==> config.mk <==
export PLATFORM = sky130hd
export DESIGN_NAME = core_mem_arbiter
export DESIGN_NICKNAME = d
export VERILOG_FILES = /design/src/rtl/core_mem_arbiter.sv
export SDC_FILE = /design/constraint.sdc
export NUM_CORES = 1
export LEC_CHECK = 0
export ABC_CLOCK_PERIOD_IN_PS = 4000
export BUFFER_PORTS_ARGS = -buffer_cell sky130_fd_sc_hd__buf_2
export CAP_MARGIN = 40
export CORE_AREA = 4 4 187 189
export CTS_CLUSTER_SIZE = 30
export DETAILED_ROUTE_END_ITERATION = 10
export DIE_AREA = 0 0 191 193
export MAX_ROUTING_LAYER = met4
export RECOVER_POWER = 100
export SYNTH_ARGS = -nofsm -noshare
export SYNTH_HDL_FRONTEND = slang
export SYNTH_SLANG_ARGS = --single-unit
==> constraint.sdc <==
create_clock -name clock -period 4 [get_ports clock]
set_input_delay 1 -clock clock [delete_from_list [all_inputs] [get_ports clock]]
set_output_delay 1 -clock clock [all_outputs]
set_load 0.02 [all_outputs]
==> src/rtl/core_mem_arbiter.sv <==
// Round-robin arbiter that shares one memory port among NUM_PORTS requesters.
// One transaction is outstanding at a time, and each wait for a response is bounded by a watchdog.
module core_mem_arbiter #(
  parameter int NUM_PORTS    = 4,
  parameter int DATA_WIDTH   = 32,
  parameter int ADDRESS_BITS = 32,
  parameter int TIMEOUT      = 1024
) (
  input  logic                               clock,
  input  logic                               reset,
  input  logic [NUM_PORTS-1:0]               req_read,
  input  logic [NUM_PORTS-1:0]               req_write,
  input  logic [NUM_PORTS*DATA_WIDTH/8-1:0]  req_byte_en,
  input  logic [NUM_PORTS*ADDRESS_BITS-1:0]  req_address,
  input  logic [NUM_PORTS*DATA_WIDTH-1:0]    req_data,
  output logic [NUM_PORTS-1:0]               grant,
  output logic [NUM_PORTS-1:0]               resp_valid,
  output logic                               resp_error,
  output logic [DATA_WIDTH-1:0]              resp_data,
  output logic [ADDRESS_BITS-1:0]            resp_address,
  output logic                               mem_read,
  output logic                               mem_write,
  output logic [DATA_WIDTH/8-1:0]            mem_byte_en,
  output logic [ADDRESS_BITS-1:0]            mem_address,
  output logic [DATA_WIDTH-1:0]              mem_data_out,
  input  logic                               mem_ready,
  input  logic                               mem_valid,
  input  logic [DATA_WIDTH-1:0]              mem_data_in,
  input  logic [ADDRESS_BITS-1:0]            mem_address_in,
  output logic                               busy
);

  localparam int BE_W  = DATA_WIDTH / 8;
  localparam int IDX_W = (NUM_PORTS > 1) ? $clog2(NUM_PORTS) : 1;
  localparam int CNT_W = (TIMEOUT > 1) ? $clog2(TIMEOUT + 1) : 1;
  localparam logic [NUM_PORTS-1:0] ONE_HOT0 = NUM_PORTS'(1);

  typedef enum logic [1:0] {IDLE, ISSUE, WAIT, RELEASE} state_e;

  state_e                  state_q;
  logic [IDX_W-1:0]        last_q;
  logic [NUM_PORTS-1:0]    grant_q;
  logic [NUM_PORTS-1:0]    resp_valid_q;
  logic                    resp_error_q;
  logic [DATA_WIDTH-1:0]   resp_data_q;
  logic [ADDRESS_BITS-1:0] resp_addr_q;
  logic                    mem_read_q;
  logic                    mem_write_q;
  logic [BE_W-1:0]         mem_be_q;
  logic [ADDRESS_BITS-1:0] mem_addr_q;
  logic [DATA_WIDTH-1:0]   mem_wdata_q;
  logic [CNT_W-1:0]        count_q;

  logic [NUM_PORTS-1:0]    req_any;
  logic [BE_W-1:0]         be_arr   [NUM_PORTS];
  logic [ADDRESS_BITS-1:0] addr_arr [NUM_PORTS];
  logic [DATA_WIDTH-1:0]   data_arr [NUM_PORTS];
  logic                    pick_found;
  logic [IDX_W-1:0]        pick_idx;
  logic [IDX_W-1:0]        cand;

  assign req_any = req_read | req_write;

  for (genvar g = 0; g < NUM_PORTS; g++) begin : g_unpack
    assign be_arr[g]   = req_byte_en[g*BE_W +: BE_W];
    assign addr_arr[g] = req_address[g*ADDRESS_BITS +: ADDRESS_BITS];
    assign data_arr[g] = req_data[g*DATA_WIDTH +: DATA_WIDTH];
  end

  // First requester found searching upward from the port after the last owner, with wrap.
  always_comb begin
    pick_found = 1'b0;
    pick_idx   = '0;
    cand       = '0;
    for (int k = 1; k <= NUM_PORTS; k++) begin
      cand = IDX_W'((int'(last_q) + k) % NUM_PORTS);
      if (!pick_found && req_any[cand]) begin
        pick_found = 1'b1;
        pick_idx   = cand;
      end
    end
  end

  always_ff @(posedge clock) begin
    if (reset) begin
      state_q      <= IDLE;
      last_q       <= IDX_W'(NUM_PORTS - 1);
      grant_q      <= '0;
      resp_valid_q <= '0;
      resp_error_q <= 1'b0;
      resp_data_q  <= '0;
      resp_addr_q  <= '0;
      mem_read_q   <= 1'b0;
      mem_write_q  <= 1'b0;
      mem_be_q     <= '0;
      mem_addr_q   <= '0;
      mem_wdata_q  <= '0;
      count_q      <= '0;
    end else begin
      case (state_q)
        IDLE: begin
          if (pick_found) begin
            state_q     <= ISSUE;
            last_q      <= pick_idx;
            grant_q     <= ONE_HOT0 << pick_idx;
            mem_write_q <= req_write[pick_idx];
            mem_read_q  <= ~req_write[pick_idx];
            mem_be_q    <= be_arr[pick_idx];
            mem_addr_q  <= addr_arr[pick_idx];
            mem_wdata_q <= data_arr[pick_idx];
          end
        end
        ISSUE: begin
          if (mem_ready) begin
            state_q     <= WAIT;
            mem_read_q  <= 1'b0;
            mem_write_q <= 1'b0;
            count_q     <= '0;
          end
        end
        WAIT: begin
          // A response arriving in the same cycle as the timeout still wins.
          if (mem_valid) begin
            state_q      <= RELEASE;
            resp_valid_q <= grant_q;
            resp_error_q <= 1'b0;
            resp_data_q  <= mem_data_in;
            resp_addr_q  <= mem_address_in;
          end else if (TIMEOUT != 0 && count_q == CNT_W'(TIMEOUT)) begin
            state_q      <= RELEASE;
            resp_valid_q <= grant_q;
            resp_error_q <= 1'b1;
            resp_data_q  <= '0;
            resp_addr_q  <= mem_addr_q;
          end else begin
            count_q <= count_q + CNT_W'(1);
          end
        end
        RELEASE: begin
          state_q      <= IDLE;
          resp_valid_q <= '0;
          grant_q      <= '0;
        end
        default: state_q <= IDLE;
      endcase
    end
  end

  assign grant        = grant_q;
  assign resp_valid   = resp_valid_q;
  assign resp_error   = resp_error_q;
  assign resp_data    = resp_data_q;
  assign resp_address = resp_addr_q;
  assign mem_read     = mem_read_q;
  assign mem_write    = mem_write_q;
  assign mem_byte_en  = mem_be_q;
  assign mem_address  = mem_addr_q;
  assign mem_data_out = mem_wdata_q;
  assign busy         = (state_q != IDLE);

endmodule

==> reports/results.tsv <==
metric	value	unit
FP Rows	67	
sequential power share	31.8	%
Hold Worst Slack	0.464	ns
Post-Synth XOR/XNOR Area	0.779	%
Worst setup EP type	flop	
remaining antenna violation count	0	
depth of the CTS H-tree	4	
drt total wl	34800	um
Simple-Gate Fraction of Synth Area	21.3	%
Vias	9240	
switching pwr	3.09	mW
initial core utilization	23.6	%
failing checks	max-capacitance violations, max-slew violations	
register area share after synthesis	40.2	%
clock slew at reported path FFs	0.07	ns
initial antenna violation count	9	
crit path kind	in2reg	
Critical-path top delay cell	or4_1	
Achievable Freq	302	MHz
fin. max-slew vios	53	
EDFF count, synth	0	
Area contributors post-synth	dfxtp_1 40%, nand2_1 14%, a21oi_1 7.9%	
outcome	complete, but fails checks	
top cells by count, synth	286 x nand2_1, 158 x dfxtp_1, 124 x a21oi_1	
RSZ-0062 raised after global routing	no	
Fill cells	3621	
placed cell count	1898	
Unique masters post-synth	49	
post-synth top area cell	dfxtp_1	
Finished Cell Area	0.0112	mm^2
final hold vios	0	
layout cells sized above 1	28.5	%
syn nets	1380	
die area	0.0369	mm^2
Switching Share	44.8	%
first-pass GRT wire length	50000	um
Clk pwr share	23.9	%
ys flop type	dfxtp_1	
metal3 WL	2620	um
slowest cell delay on critical path	0.57	ns
vias in the first global route	8890	
number of nets in the layout	1824	
mux contribution to synthesized area	4.72	%
core area	0.0333	mm^2
post-DP HPWL	26700	um
Worst EP required	4.33	ns
routed len/inst	18.0	um
crit share post-route	82.9	%
worst vdd ir	0.000287	V
synth warn	0	
clk sinks	158	
async set or reset register ratio after synthesis	0	%
pin count of the biggest net entering global routing	71	
relative slew slack	-62.7	%
complex-gate fraction of the synthesized area	26.9	%
#FFs+latches synth	158	
crit-path max FO	39	
num ports	492	
startpoint types	primary input	
Finished Layout Cells	1939	
combined buffer and inverter count along the critical path	2	
fin crit period	3.32	ns
crit-path cells	clkbuf_1, or4_1, nor4_1, nand2b_1, or3b_1, buf_4, a21oi_1, a211o_1	
die height	193	um
Slew @ Worst Pin	2.44	ns
Mapped Cells	1025	
wl on met1	14500	um
total grt overflow	0	
mapped cell area	0.00787	mm^2
worst skew pair latency	0.45	ns
Setup TNS	0	ns
Die Wd	191	um
Pwr Density	617	mW/mm^2
WP data arrival	3.65	ns
clk_skew	0.0158	ns
CTS Buffer Depth	2	
Top Layer Used	met4	
CTS resizes	0	
DR DRC count	0	
Via density	4.77	
post-synth top area share	40.2	%
worst min path class	reg2reg	
largest family of logic cells by synthesized area	compound AO/OA/AOI/OAI gates	
Gate power share	44.3	%
GRT Util Overall	18.1	%
Final setup viols	0	
cts bufs inserted	17	
P_int	3.80	mW
adder-cell share of the synthesized area	1.24	%
root buffer cell	clkbuf_16	
Layout Area Growth over Synthesis	41.9	%
CTS tree	yes	
Top delay family on crit path	simple AND/OR/NAND/NOR gates	
# port buffers	491	
initial DRC count	430	
top-count cell post-synth	nand2_1	
Hold-fix buffers, CTS	0	
DR WL met2	17000	um
maxcap violations	1	
pre-CTS WS	0.436	ns
LEAKAGE	5.26	nW
dpl cell area	0.0108	mm^2
slack of the critical path	0.684	ns
Placer Congestion	0.890	
Post-CTS Setup Inserts	0	
synthesized area per cell	7.68	um^2
first-pass iteration count of the detailed router	5	
-- registers in the layout, indices dropped and copies added (netlist names) --
signal,cells
mem_byte_en,4
mem_read,1
count_q,11
resp_data,32
state_q,2
resp_valid,4
mem_address,32
resp_error,1
grant,4
mem_data_out,32
resp_address,32
last_q,2
mem_write,1
-- power groups by stage --
stage | sequential (mW) | combinational [mW] | clock, mW
6_report | 2.19 | 3.05 | 1.64
3_5_place_dp | 2.21 | 3.17 | 0
5_1_grt | 2.23 | 3.36 | 1.75
4_1_cts | 2.18 | 3.18 | 1.70
2_1_floorplan | 2.51 | 1.70 | 0
3_3_place_gp | 2.21 | 3.13 | 0
-- per-layer routing --
metal,track usage (%),vias up
met3,5.10,48
met2,29.9,378
met5,-,-
met4,5.36,0
met1,21.7,4338
li1,-,4476
-- kinds of logic after synthesis --
family / Yosys count
compound gates: 306
fa+ha+maj: 8
xor+xnor: 7
mux: 37
simple gates: 418
flops: 158
buf+inv: 91
-- metrics by stage --
step | total power, mW | util, %
6_report | 6.89 | 33.6
4_1_cts | 7.06 | 34.1
3_3_place_gp | 5.34 | 32.4
5_1_grt | 7.33 | 33.6
3_5_place_dp | 5.38 | 32.4
2_1_floorplan | 4.21 | -
-- cell type report --
class | count | area [um^2] | area share, %
antenna | 9 | 22.5 | 0.202
clock buffer | 18 | 439 | 3.93
inverter | 8 | 30.0 | 0.269
tap | 448 | 561 | 5.02
timing repair buffer | 508 | 2460 | 22.0
multi-input combinational | 776 | 4350 | 39.0
sequential | 158 | 3160 | 28.3
clock inverter | 14 | 145 | 1.30
-- worst paths after layout --
path | startpoint | endpoint | slack [ns] | depth (start not counted)
worst max-delay path | req_write[1] | mem_data_out[2] | 0.68 | 8
worst min-delay path | mem_data_out[28] | mem_data_out[28] | 0.46 | 1
worst max register to register | count_q[0] | count_q[10] | 0.80 | 9
worst min register to register | mem_data_out[28] | mem_data_out[28] | 0.46 | 1
-- layout by cell type (no fill, tap or decap), types with 4 or more instances in the layout --
cell / instances
nor2b_1: 6
inv_1: 8
buf_2: 344
a22oi_1: 34
diode_2: 9
o21ai_0: 7
nor3_1: 8
clkbuf_1: 148
dfxtp_1: 158
nand2_1: 286
ha_1: 7
inv_6: 4
inv_8: 4
mux2i_1: 36
nor2_1: 88
a21oi_1: 124
buf_4: 10
a211oi_1: 33
nor4_1: 4
buf_12: 5
xnor2_1: 5
nand3_1: 7
a21oi_2: 20
a211o_1: 69
clkbuf_16: 17
(Power assumes the default switching activity.)
